==> src/rtl/control_unit.sv <==
// Control-unit (responder) end of a bus-and-tag channel. It answers selection at ADDRESS,
// accepts a command and moves bytes between the channel and two device-side streams.
// Optional build macro: CONTROL_UNIT_SHORT_BUSY_EN (short busy sequence at selection).
module control_unit #(
    parameter logic [7:0] ADDRESS = 8'h00
) (
    input  logic       clk,
    input  logic       reset,
    input  logic [7:0] b_bus_out,
    output logic [7:0] b_bus_in,
    input  logic       b_operational_out,
    output logic       b_request_in,
    input  logic       b_hold_out,
    input  logic       b_select_out,
    input  logic       b_address_out,
    input  logic       b_command_out,
    input  logic       b_service_out,
    input  logic       b_suppress_out,
    output logic       b_select_in,
    output logic       b_operational_in,
    output logic       b_address_in,
    output logic       b_status_in,
    output logic       b_service_in,
    output logic       a_select_out,
    input  logic       a_select_in,
    input  logic       dev_busy,
    input  logic       dev_end,
    output logic [7:0] cmd_tdata,
    output logic       cmd_tvalid,
    input  logic [7:0] rd_tdata,
    input  logic       rd_tvalid,
    output logic       rd_tready,
    output logic [7:0] wr_tdata,
    output logic       wr_tvalid,
    input  logic       wr_tready
);

`ifdef CONTROL_UNIT_SHORT_BUSY_EN
    localparam bit SHORT_BUSY = 1'b1;
`else
    localparam bit SHORT_BUSY = 1'b0;
`endif

    localparam logic [7:0] CMD_WRITE   = 8'h01;
    localparam logic [7:0] CMD_READ    = 8'h02;
    localparam logic [7:0] CMD_NOP     = 8'h03;
    localparam logic [7:0] ST_BUSY     = 8'h10;
    localparam logic [7:0] ST_CE_DE    = 8'h0C;
    localparam logic [7:0] ST_CE_DE_UC = 8'h0E;

    typedef enum logic [3:0] {
        S_IDLE,
        S_PASS,
        S_SEL_ADDR,
        S_CMD,
        S_INIT_STATUS,
        S_DATA,
        S_END_STATUS,
        S_DISCONNECT,
        S_SHORT_BUSY
    } state_t;

    state_t     state_q;
    logic       addr_match_q;
    logic       busy_q;
    logic [7:0] cmd_q;
    logic       cmd_valid_q;
    logic       op_in_q;
    logic       addr_in_q;
    logic       stat_in_q;
    logic       serv_in_q;
    logic [7:0] bus_q;
    logic       rd_ready_q;
    logic [7:0] wr_data_q;
    logic       wr_valid_q;

    logic       addr_match_d;
    logic       is_read;
    logic       is_write;
    logic       tags_out_idle;
    logic [7:0] init_status_d;
    logic       unused_suppress;

    // No command chaining, so suppress-out carries no meaning here.
    assign unused_suppress = b_suppress_out;

    // A select arriving in the same cycle as address-out still sees the fresh compare.
    assign addr_match_d  = b_address_out ? (b_bus_out == ADDRESS) : addr_match_q;
    assign is_read       = (cmd_q == CMD_READ);
    assign is_write      = (cmd_q == CMD_WRITE);
    assign tags_out_idle = !b_service_out && !b_command_out;

    always_comb begin
        init_status_d = ST_CE_DE_UC;
        if (busy_q)
            init_status_d = ST_BUSY;
        else if (is_read || is_write)
            init_status_d = 8'h00;
        else if (cmd_q == CMD_NOP)
            init_status_d = ST_CE_DE;
    end

    always_ff @(posedge clk or negedge reset) begin
        if (!reset) begin
            state_q      <= S_IDLE;
            addr_match_q <= 1'b0;
            busy_q       <= 1'b0;
            cmd_q        <= 8'h00;
            cmd_valid_q  <= 1'b0;
            op_in_q      <= 1'b0;
            addr_in_q    <= 1'b0;
            stat_in_q    <= 1'b0;
            serv_in_q    <= 1'b0;
            bus_q        <= 8'h00;
            rd_ready_q   <= 1'b0;
            wr_data_q    <= 8'h00;
            wr_valid_q   <= 1'b0;
        end else if (!b_operational_out) begin
            // Selective reset from the channel abandons whatever was in progress.
            state_q      <= S_IDLE;
            addr_match_q <= 1'b0;
            busy_q       <= 1'b0;
            cmd_valid_q  <= 1'b0;
            op_in_q      <= 1'b0;
            addr_in_q    <= 1'b0;
            stat_in_q    <= 1'b0;
            serv_in_q    <= 1'b0;
            bus_q        <= 8'h00;
            rd_ready_q   <= 1'b0;
            wr_valid_q   <= 1'b0;
        end else begin
            cmd_valid_q <= 1'b0;
            if (wr_valid_q && wr_tready)
                wr_valid_q <= 1'b0;
            if (state_q != S_IDLE)
                addr_match_q <= 1'b0;

            case (state_q)
                S_IDLE: begin
                    if (b_address_out)
                        addr_match_q <= (b_bus_out == ADDRESS);
                    if (b_select_out && b_hold_out && addr_match_d) begin
                        busy_q <= dev_busy;
                        if (SHORT_BUSY && dev_busy) begin
                            stat_in_q <= 1'b1;
                            bus_q     <= ST_BUSY;
                            state_q   <= S_SHORT_BUSY;
                        end else begin
                            op_in_q   <= 1'b1;
                            addr_in_q <= 1'b1;
                            bus_q     <= ADDRESS;
                            state_q   <= S_SEL_ADDR;
                        end
                    end else if (b_select_out && !addr_match_d) begin
                        state_q <= S_PASS;
                    end
                end

                S_PASS: begin
                    if (!b_select_out)
                        state_q <= S_IDLE;
                end

                S_SEL_ADDR: begin
                    if (b_command_out && !b_address_out) begin
                        cmd_q       <= b_bus_out;
                        cmd_valid_q <= 1'b1;
                        state_q     <= S_CMD;
                    end
                end

                S_CMD: begin
                    addr_in_q <= 1'b0;
                    if (!addr_in_q && !b_command_out) begin
                        stat_in_q <= 1'b1;
                        bus_q     <= init_status_d;
                        state_q   <= S_INIT_STATUS;
                    end
                end

                S_INIT_STATUS: begin
                    if (b_service_out) begin
                        stat_in_q <= 1'b0;
                        state_q   <= ((is_read || is_write) && !busy_q) ? S_DATA : S_DISCONNECT;
                    end else if (b_command_out) begin
                        stat_in_q <= 1'b0;
                        state_q   <= S_DISCONNECT;
                    end
                end

                S_DATA: begin
                    if (serv_in_q) begin
                        if (b_service_out) begin
                            serv_in_q <= 1'b0;
                            if (is_write) begin
                                wr_data_q  <= b_bus_out;
                                wr_valid_q <= 1'b1;
                            end
                        end else if (b_command_out) begin
                            // Stop: the byte on offer is dropped.
                            serv_in_q <= 1'b0;
                            state_q   <= S_END_STATUS;
                        end
                    end else if (rd_ready_q) begin
                        if (rd_tvalid) begin
                            rd_ready_q <= 1'b0;
                            bus_q      <= rd_tdata;
                            serv_in_q  <= 1'b1;
                        end else if (dev_end) begin
                            rd_ready_q <= 1'b0;
                            state_q    <= S_END_STATUS;
                        end
                    end else if (tags_out_idle && !wr_valid_q) begin
                        if (dev_end) begin
                            state_q <= S_END_STATUS;
                        end else if (is_read) begin
                            rd_ready_q <= 1'b1;
                        end else begin
                            bus_q     <= 8'h00;
                            serv_in_q <= 1'b1;
                        end
                    end
                end

                S_END_STATUS: begin
                    if (!stat_in_q) begin
                        if (tags_out_idle) begin
                            stat_in_q <= 1'b1;
                            bus_q     <= ST_CE_DE;
                        end
                    end else if (b_service_out || b_command_out) begin
                        stat_in_q <= 1'b0;
                        state_q   <= S_DISCONNECT;
                    end
                end

                S_DISCONNECT: begin
                    op_in_q <= 1'b0;
                    if (!b_select_out && tags_out_idle)
                        state_q <= S_IDLE;
                end

                S_SHORT_BUSY: begin
                    if (b_service_out || b_command_out) begin
                        stat_in_q <= 1'b0;
                        state_q   <= S_DISCONNECT;
                    end
                end

                default: state_q <= S_IDLE;
            endcase
        end
    end

    // Outputs are also gated by operational-out so a selective reset clears them at once.
    assign b_operational_in = op_in_q & b_operational_out;
    assign b_address_in     = addr_in_q & b_operational_out;
    assign b_status_in      = stat_in_q & b_operational_out;
    assign b_service_in     = serv_in_q & b_operational_out;
    assign b_bus_in         = (b_address_in || b_status_in || b_service_in) ? bus_q : 8'h00;
    assign b_request_in     = 1'b0;

    assign a_select_out = (state_q == S_PASS) & b_select_out & b_operational_out;
    assign b_select_in  = (state_q == S_PASS) & a_select_in & b_operational_out;

    assign cmd_tdata  = cmd_q;
    assign cmd_tvalid = cmd_valid_q & b_operational_out;
    assign rd_tready  = rd_ready_q & b_operational_out;
    assign wr_tdata   = wr_data_q;
    assign wr_tvalid  = wr_valid_q & b_operational_out;

endmodule

==> config.mk <==
export PLATFORM = sky130hd
export DESIGN_NAME = control_unit
export DESIGN_NICKNAME = d
export VERILOG_FILES = /design/src/rtl/control_unit.sv
export SDC_FILE = /design/constraint.sdc
export NUM_CORES = 1
export LEC_CHECK = 0
export ABC_AREA = 1
export ABC_CLOCK_PERIOD_IN_PS = 2900
export CELL_PAD_IN_SITES_DETAIL_PLACEMENT = 0
export CELL_PAD_IN_SITES_GLOBAL_PLACEMENT = 1
export CORE_MARGIN = 2
export CORE_UTILIZATION = 36
export CTS_CLUSTER_DIAMETER = 100
export DETAILED_ROUTE_END_ITERATION = 6
export PLACE_DENSITY_LB_ADDON = 0.1
export RECOVER_POWER = 100
export SYNTH_ARGS = -nofsm -noshare
export SYNTH_HDL_FRONTEND = slang
export SYNTH_SLANG_ARGS = --single-unit
==> constraint.sdc <==
create_clock -name clk -period 2.9 [get_ports clk]
set_input_delay 0.58 -clock clk [delete_from_list [all_inputs] [get_ports clk]]
set_output_delay 0.58 -clock clk [all_outputs]
set_load 0.01 [all_outputs]
==> results of run 1 <==
-- logic make-up (layout without fill, tap and decap cells) --
group | count (synthesis) | in the layout | share of synthesized area [%]
and+or+nand+nor | 168 | 168 | 33.71
DFF | 36 | 36 | 40.52
muxes | 3 | 3 | 2.026
other | 1 | 1 | 0.1687
buffers and inverters | 58 | 122 | 11.54
AOI/OAI and AO/OA | 44 | 44 | 12.04
-- registers in the layout (all words and copies together) (netlist names) --
name / cells
stat_in_q: 1
cmd_tdata: 8
op_in_q: 1
addr_match_q: 1
rd_ready_q: 1
wr_valid_q: 1
bus_q: 8
serv_in_q: 1
state_q: 3
addr_in_q: 1
wr_tdata: 8
busy_q: 1
cmd_valid_q: 1
-- final timing paths --
path | startpoint | to | slack (ns) | depth (start not counted)
max in group asynchronous | reset | wr_tdata[1] | 0.94 | 1
max reg2reg | state_q[2] | wr_tdata[3] | 0.51 | 5
min in group asynchronous | reset | bus_q[6] | 0.84 | 1
min | wr_tdata[5] | wr_tdata[5] | 0.48 | 2
max | b_operational_out | b_bus_in[2] | 0.33 | 6
min reg2reg | wr_tdata[5] | wr_tdata[5] | 0.48 | 2
-- per-layer routing --
layer	vias up	share of wire, %	wire length (um)	track usage [%]
li1	1101	-	-	-
met1	949	49	2842	25.83
met2	59	45	2627	30.08
met3	4	5.3	308	3.804
met4	0	0.86	50	4.918
met5	-	0	0	0
-- cell type report --
class / count / area, um^2
Clock inverter: 3 / 42.54
Multi-Input combinational cell: 216 / 1002
Fill cell: 661 / 3039
Inverter: 48 / 180.2
Tap cell: 75 / 93.84
Sequential cell: 36 / 900.9
Clock buffer: 5 / 68.82
Timing Repair Buffer: 66 / 628.1
-- stage by stage --
| step | hold WS [ns] | instances | setup WS, ns | utilization [%] | total power, uW |
|---|---|---|---|---|---|
| 6_report | 0.4839 | 449 | 0.3322 | 48.97 | 1269 |
| 5_1_grt | 0.5017 | 449 | 0.1834 | 48.97 | 1344 |
| 4_1_cts | 0.4145 | 449 | 0.05852 | 50.29 | 1313 |
| 3_5_place_dp | 0.4693 | 441 | 0.05923 | 48.42 | 857.0 |
| 3_3_place_gp | 0.4660 | 441 | 0.07458 | 48.42 | 857.3 |
| 2_1_floorplan | 0.2844 | 310 | 0.9238 | - | 724.2 |
-- power by group through the flow --
| stage | Clock [uW] | Sequential [uW] | Combinational (uW) |
|---|---|---|---|
| floorplan | 0 | 567 | 157 |
| global placement | 0 | 566 | 291 |
| detailed placement | 0 | 566 | 291 |
| CTS | 463 | 556 | 293 |
| global route | 483 | 560 | 301 |
| finish | 447 | 555 | 267 |
-- layout by cell type (no fill, tap or decap) --
cell type / count
clkbuf_8: 5
nand3_2: 1
nand2_1: 90
o22ai_1: 1
clkinv_2: 1
inv_2: 5
o21ai_0: 25
a21oi_1: 8
clkbuf_1: 4
clkdlybuf4s50_1: 28
bufinv_16: 1
o21ai_2: 2
buf_4: 3
nand2_2: 3
nand3_4: 1
o211ai_1: 1
nand3b_1: 1
a22oi_1: 1
clkinvlp_4: 1
conb_1: 1
mux2_1: 3
a31o_2: 1
nor2b_1: 1
a32oi_1: 1
nand4_1: 3
a41oi_1: 1
inv_1: 43
o21ai_1: 3
nor2_2: 2
nor3_1: 4
nor2_4: 1
nand3_1: 24
dlygate4sd3_1: 31
dfrtp_1: 36
nor2_1: 37
-- repair_timing --
action	CTS	global route
setup endpoints to repair	0	9
buffers inserted	0	0
gates resized for setup	0	2
-- worst register-to-register path, delay by kind of cell, from the launching register on --
kind,cells,cell delay (ns)
flip-flops,1,0.58
AND/OR/NAND/NOR,4,1.23
multiplexers,1,0.47
==> metrics.txt, run 1 <==
status=complete, but fails checks; failing checks=capacitance limit, slew limit; Hold WC Path Type=register to register; TNS Setup=0 ns; leading area contributor after synthesis=dfrtp_1; number of synthesized register bits=36; Layout area overhead=31.18%; post-route cell area=between 2000 and 3000 um^2; Synth warnings=0; period utilization=approximately nine tenths; Port-buffer cells=61; Syn Area/Cell=7.172 um^2; PD cells=435.2 nW/um^2; crit path max fanout=8; initial antenna violation count=0; DRT Pass-1 Iters=4; Wirelength per Cell=12.98 um; Die X=roughly 83 um; cts hold-fix bufs=0; sw frac=between 20% and 30%; RSZ-0062 raised after global routing=no; Fin. Hold Viols=0; library cells used by synthesis=32; slowest CP cell=dlygate4sd3_1; final net count=403; Synth Cell Area=~2200 um^2; final setup fails=0; Clk pwr share=between 30% and 40%; detailed-route wire length=a little under 6000 um; final setup skew=0.004002 ns; GRT Total Usage=about a fifth; Worst path most repeated cell=nand2_1; number of flops mapped to enable cells by yosys=0; clk_lat worst skew=roughly 0.29 ns; Clock Tree Buf Depth=2; placed inst area=between 2000 and 3000 um^2; top-area cell type share of the netlist area=40.52%; Sequential Power Share=~44%; CP top delay family=buffers and inverters; largest net degree at the start of global routing=37; kind of end point of the critical path=output port; startpoint types=input port; top-count cell post-synth=nand2_1; global-route wire length before repair=9632 um; max_cap viols=1; Via density=about 4.7; # rows=28; Vias=around 2.1k; maximum VDD drop=0.2811 mV; DP HPWL=about 4400 um; Die Y=a little over 80 um; Max transition margin=-31.55%; Buf+Inv Stages, Crit Path=3; worst-margin pin slew=between 1.5 and 2 ns; top post-synthesis cells by area=dfrtp_1 (41%), nand2_1 (15%), inv_1 (7.1%), nor2_1 (6.2%), nand3_1 (5.2%); Die Area=6820 um^2; Post-route DRC=0; Synth async-reset ratio=100.0%; CTS root buf=clkbuf_8; CTS tree=done; Pint=just under 900 uW; initial DRC count=126; Critical Path AT=1.99 ns; Inserted Diodes=0; sequential area share after synthesis=approximately two fifths; CTS Sinks=36; H-tree Lvls=2; syn nets=340; Final Max Slew Viols=37; number of global-route vias before repair=just over 2k; Largest stage delay, worst path=just under 0.6 ns; IO Pins=64; highest clock rate=approximately 400 MHz; clock slew at reported path FFs=about 0.070 ns; Antenna Nets Post-Route=0; grt ovf=0; WS Path Type=input port to output port; commonest register cell after synthesis=dfrtp_1; Synth top cells by count=nand2_1 (89), inv_1 (42), nor2_1 (37); Comb pwr share=21.1%; core area=slightly below 6000 um^2; Starting Density=between 30 and 40%; post-synthesis cell count=between 300 and 400; GPL Wtd Cong=roughly 0.8; share of layout cells above drive strength 1=under 10%; CP Cell Sequence=clkbuf_1, nand2_1, nand3_1, nand2_1, inv_1, dlygate4sd3_1; clock period minus worst slack=2.568 ns; Leak=0.001545 uW; NetSw=378.6 uW; Req. time, crit path=2.32 ns; total CTS buffers=5
No activity file was read; power rests on OpenSTA's default activity.
==> run 2: changes to the inputs <==
ABC_CLOCK_PERIOD_IN_PS = 3000   (was 2900)
HOLD_SLACK_MARGIN = 0.06   (was not set)
SLEW_MARGIN = 10   (was not set)
clock period = 3 ns   (was 2.9 ns; I/O delays follow)
==> run 2 against run 1 <==
  * The flow still finishes with violations (capacitance limit, slew limit)
  * Sequential power fell by 3%
  * Setup slack got worse by 0.21 ns
  * Sequential share of layout area fell by 0.16 points
  * Combinational power barely moved
  * Final cell count did not move
  * Count of clock-buffer cells in the layout did not move
  * Worst hold slack improved by 0.00055 ns
  * Cell area rose by 0.51%
  * Non-clock buffer count did not move
  * Clock skew rose by 0.0046 ns
  * Register-to-register slack got worse by 0.11 ns
  * Critical endpoint is now a_select_out
  * Highest routed layer unchanged
==> metrics.txt, run 2 (synthesized netlist as in run 1, its figures left out) <==
status=complete, but fails checks (unchanged); failing checks=capacitance limit, slew limit (unchanged); Antenna Nets Post-Route=0 (unchanged); Hold WC Path Type=register to register (unchanged); HP Start=wr_tdata[5] (unchanged); reg-to-reg critical path endpoint=wr_tdata[2] (was wr_tdata[3]); Starting Density=37.33% (unchanged); Wirelength per Cell=12.83 um (was 12.98 um); DP HPWL=4387 um (was 4410 um); # rows=28 (unchanged); initial antenna violation count=0 (unchanged); detailed-route wire length=5759 um (was 5829 um); global-route wire length before repair=9784 um (was 9632 um); Leak=0.001540 uW (was 0.001545 uW); core area=5956 um^2 (unchanged); largest net degree at the start of global routing=37 (unchanged); Sequential Power Share=43.2% (was 43.7%); CP Cell Sequence=clkdlybuf4s50_1, buf_4, nand4_1, inv_1, clkdlybuf4s50_1 (was clkbuf_1, nand2_1, nand3_1, nand2_1, inv_1, dlygate4sd3_1); total CTS buffers=5 (unchanged); Die Area=6820 um^2 (unchanged); Layout area overhead=31.85% (was 31.18%); Reg2Reg Launch Point=state_q[2] (unchanged); R2R cell count=5 (unchanged); clk_lat worst skew=0.30 ns (was 0.29 ns); Req. time, crit path=2.40 ns (was 2.32 ns); GPL Wtd Cong=0.8301 (was 0.8200); Critical Path AT=2.28 ns (was 1.99 ns); RSZ-0062 raised after global routing=no (unchanged); routed wl met2=2544 um (was 2627 um); IO Pins=64 (unchanged); slowest CP cell=clkdlybuf4s50_1 (was dlygate4sd3_1); kind of end point of the critical path=output port (unchanged); sw frac=30.26% (was 29.83%); clock period minus worst slack=~2.9 ns; WS Path Type=input port to output port (unchanged); clock slew at reported path FFs=0.07 ns (about the same); cts hold-fix bufs=0 (unchanged); PD cells=423.1 nW/um^2 (was 435.2 nW/um^2); Inserted Diodes=0 (unchanged); Fill cells=660 (was 661); Largest stage delay, worst path=0.63 ns (was 0.59 ns); number of global-route vias before repair=2,039 (was 2,038); hold depth=2 (unchanged); Post-CTS Setup Bufs=0 (unchanged); pre-CTS setup slack=0.06402 ns (was 0.05923 ns); period utilization=95.99%; CTS Sinks=36 (unchanged); Worst path most repeated cell=clkdlybuf4s50_1 (was nand2_1); H-tree Lvls=2 (unchanged); met1 WL=2810 um (was 2842 um); final net count=403 (unchanged); Via density=4.679 (was 4.706); final setup fails=0 (unchanged); Pint=865.1 uW (was 890.7 uW); Tot Pwr=1240 uW (was 1269 uW); grt ovf=0 (unchanged); crit path max fanout=17 (was 8); CTS root buf=clkbuf_8 (unchanged); reg-to-reg slack, setup=0.40 ns (was 0.51 ns); initial DRC count=120 (was 126); Fin. Hold Viols=0 (unchanged); highest clock rate=347.3 MHz; Setup WS post-layout=0.1204 ns (was 0.3322 ns); TNS Setup=0 ns (unchanged); Worst Hold End=wr_tdata[5] (unchanged); Die Y=82.59 um (unchanged); Post-route DRC=0 (unchanged); maximum VDD drop=0.2610 mV (was 0.2811 mV); Max transition margin=-30.29% (was -31.55%); NetSw=375.3 uW (was 378.6 uW); CTS tree=done (unchanged); max_cap viols=1 (unchanged); Vias=2,101 (was 2,113); share of layout cells above drive strength 1=7.487% (was 7.219%); most frequent cells in the layout=nand2_1 (91), inv_1 (43), nor2_1 (39) (was nand2_1 (90), inv_1 (43), nor2_1 (37)); final setup skew=0.008603 ns (was 0.004002 ns); final hold slack=0.4844 ns (was 0.4839 ns); Clk pwr share=35.3% (was 35.2%); Comb pwr share=21.5% (was 21.1%); GRT Total Usage=18.89% (was 18.76%); top sig layer=met4 (unchanged); Port-buffer cells=61 (unchanged); startpoint types=input port (unchanged); routed wl met3=341 um (was 308 um); worst-margin pin slew=1.954 ns (was 1.973 ns); commonest non-fill, non-tap cell in the layout=nand2_1 (unchanged); Die X=82.59 um (unchanged); Clock Tree Buf Depth=2 (unchanged); Final Max Slew Viols=37 (unchanged); DRT Pass-1 Iters=4 (unchanged)
## run 2: cell count changes in the layout (fill, tap and decap cells not counted), sizes merged
| cell | previous run | this run |
|---|---|---|
| clkdlybuf4s50 | 28 | 33 |
| buf | 3 | 2 |
| dlygate4sd3 | 31 | 27 |
## run 2: per-layer routing
layer  vias to the layer above  GRT usage (%)
met1                       934          26.45
met5                         -              0
met2                        59          29.84
li1                       1102              -
met3                         6          3.696
met4                         0          4.918
## run 2: layout make-up
| class | instances | area, um^2 | area share (%) |
|---|---|---|---|
| repair buffers | 66 | 631.9 | 21.55 |
| clock buffers | 5 | 68.82 | 2.347 |
| multi-input cells | 216 | 1013 | 34.57 |
| flip-flops and latches | 36 | 900.9 | 30.73 |
| clock inverters | 3 | 42.54 | 1.451 |
| well taps | 75 | 93.84 | 3.201 |
| inverters | 48 | 180.2 | 6.146 |
## run 2: metrics by stage
step | utilization, % | cell area, um^2 | std cells
3_5_place_dp | 48.42 | 2884 | 441
6_report | 49.22 | 2932 | 449
5_1_grt | 49.22 | 2932 | 449
4_1_cts | 50.29 | 2995 | 449
2_1_floorplan | - | 2223 | 310
3_3_place_gp | 48.42 | 2884 | 441
## run 2: power groups by stage
stage | clock network [uW] | registers [uW] | logic, uW
floorplan | 0 | 548 | 152
global placement | 0 | 547 | 286
detailed placement | 0 | 547 | 287
CTS | 452 | 537 | 288
global route | 469 | 541 | 300
finish | 438 | 536 | 266
## run 2: worst max-delay path by stage
stage | startpoint | to | slack [ns] | depth (start not counted)
2_1_floorplan | b_operational_out | wr_tvalid | 0.98 | 5
3_3_place_gp | b_operational_out | b_bus_in[3] | 0.1 | 6
3_5_place_dp | b_operational_out | b_bus_in[2] | 0.06 | 6
4_1_cts | b_operational_out | b_bus_in[2] | 0.06 | 6
5_1_grt | b_operational_out | a_select_out | 0.02 | 5
6_report | b_operational_out | a_select_out | 0.12 | 5
## run 2: what timing repair did
| item | CTS | global route |
|---|---|---|
| gates resized for setup | 0 | 1 |
| hold endpoints to repair | 0 | 0 |
| endpoints found under the setup margin | 0 | 7 |
## run 2: critical path: cells and delay by family
family / cells / cell delay (ns)
and+or+nand+nor: 1 / 0.16
buffers and inverters: 4 / 1.53
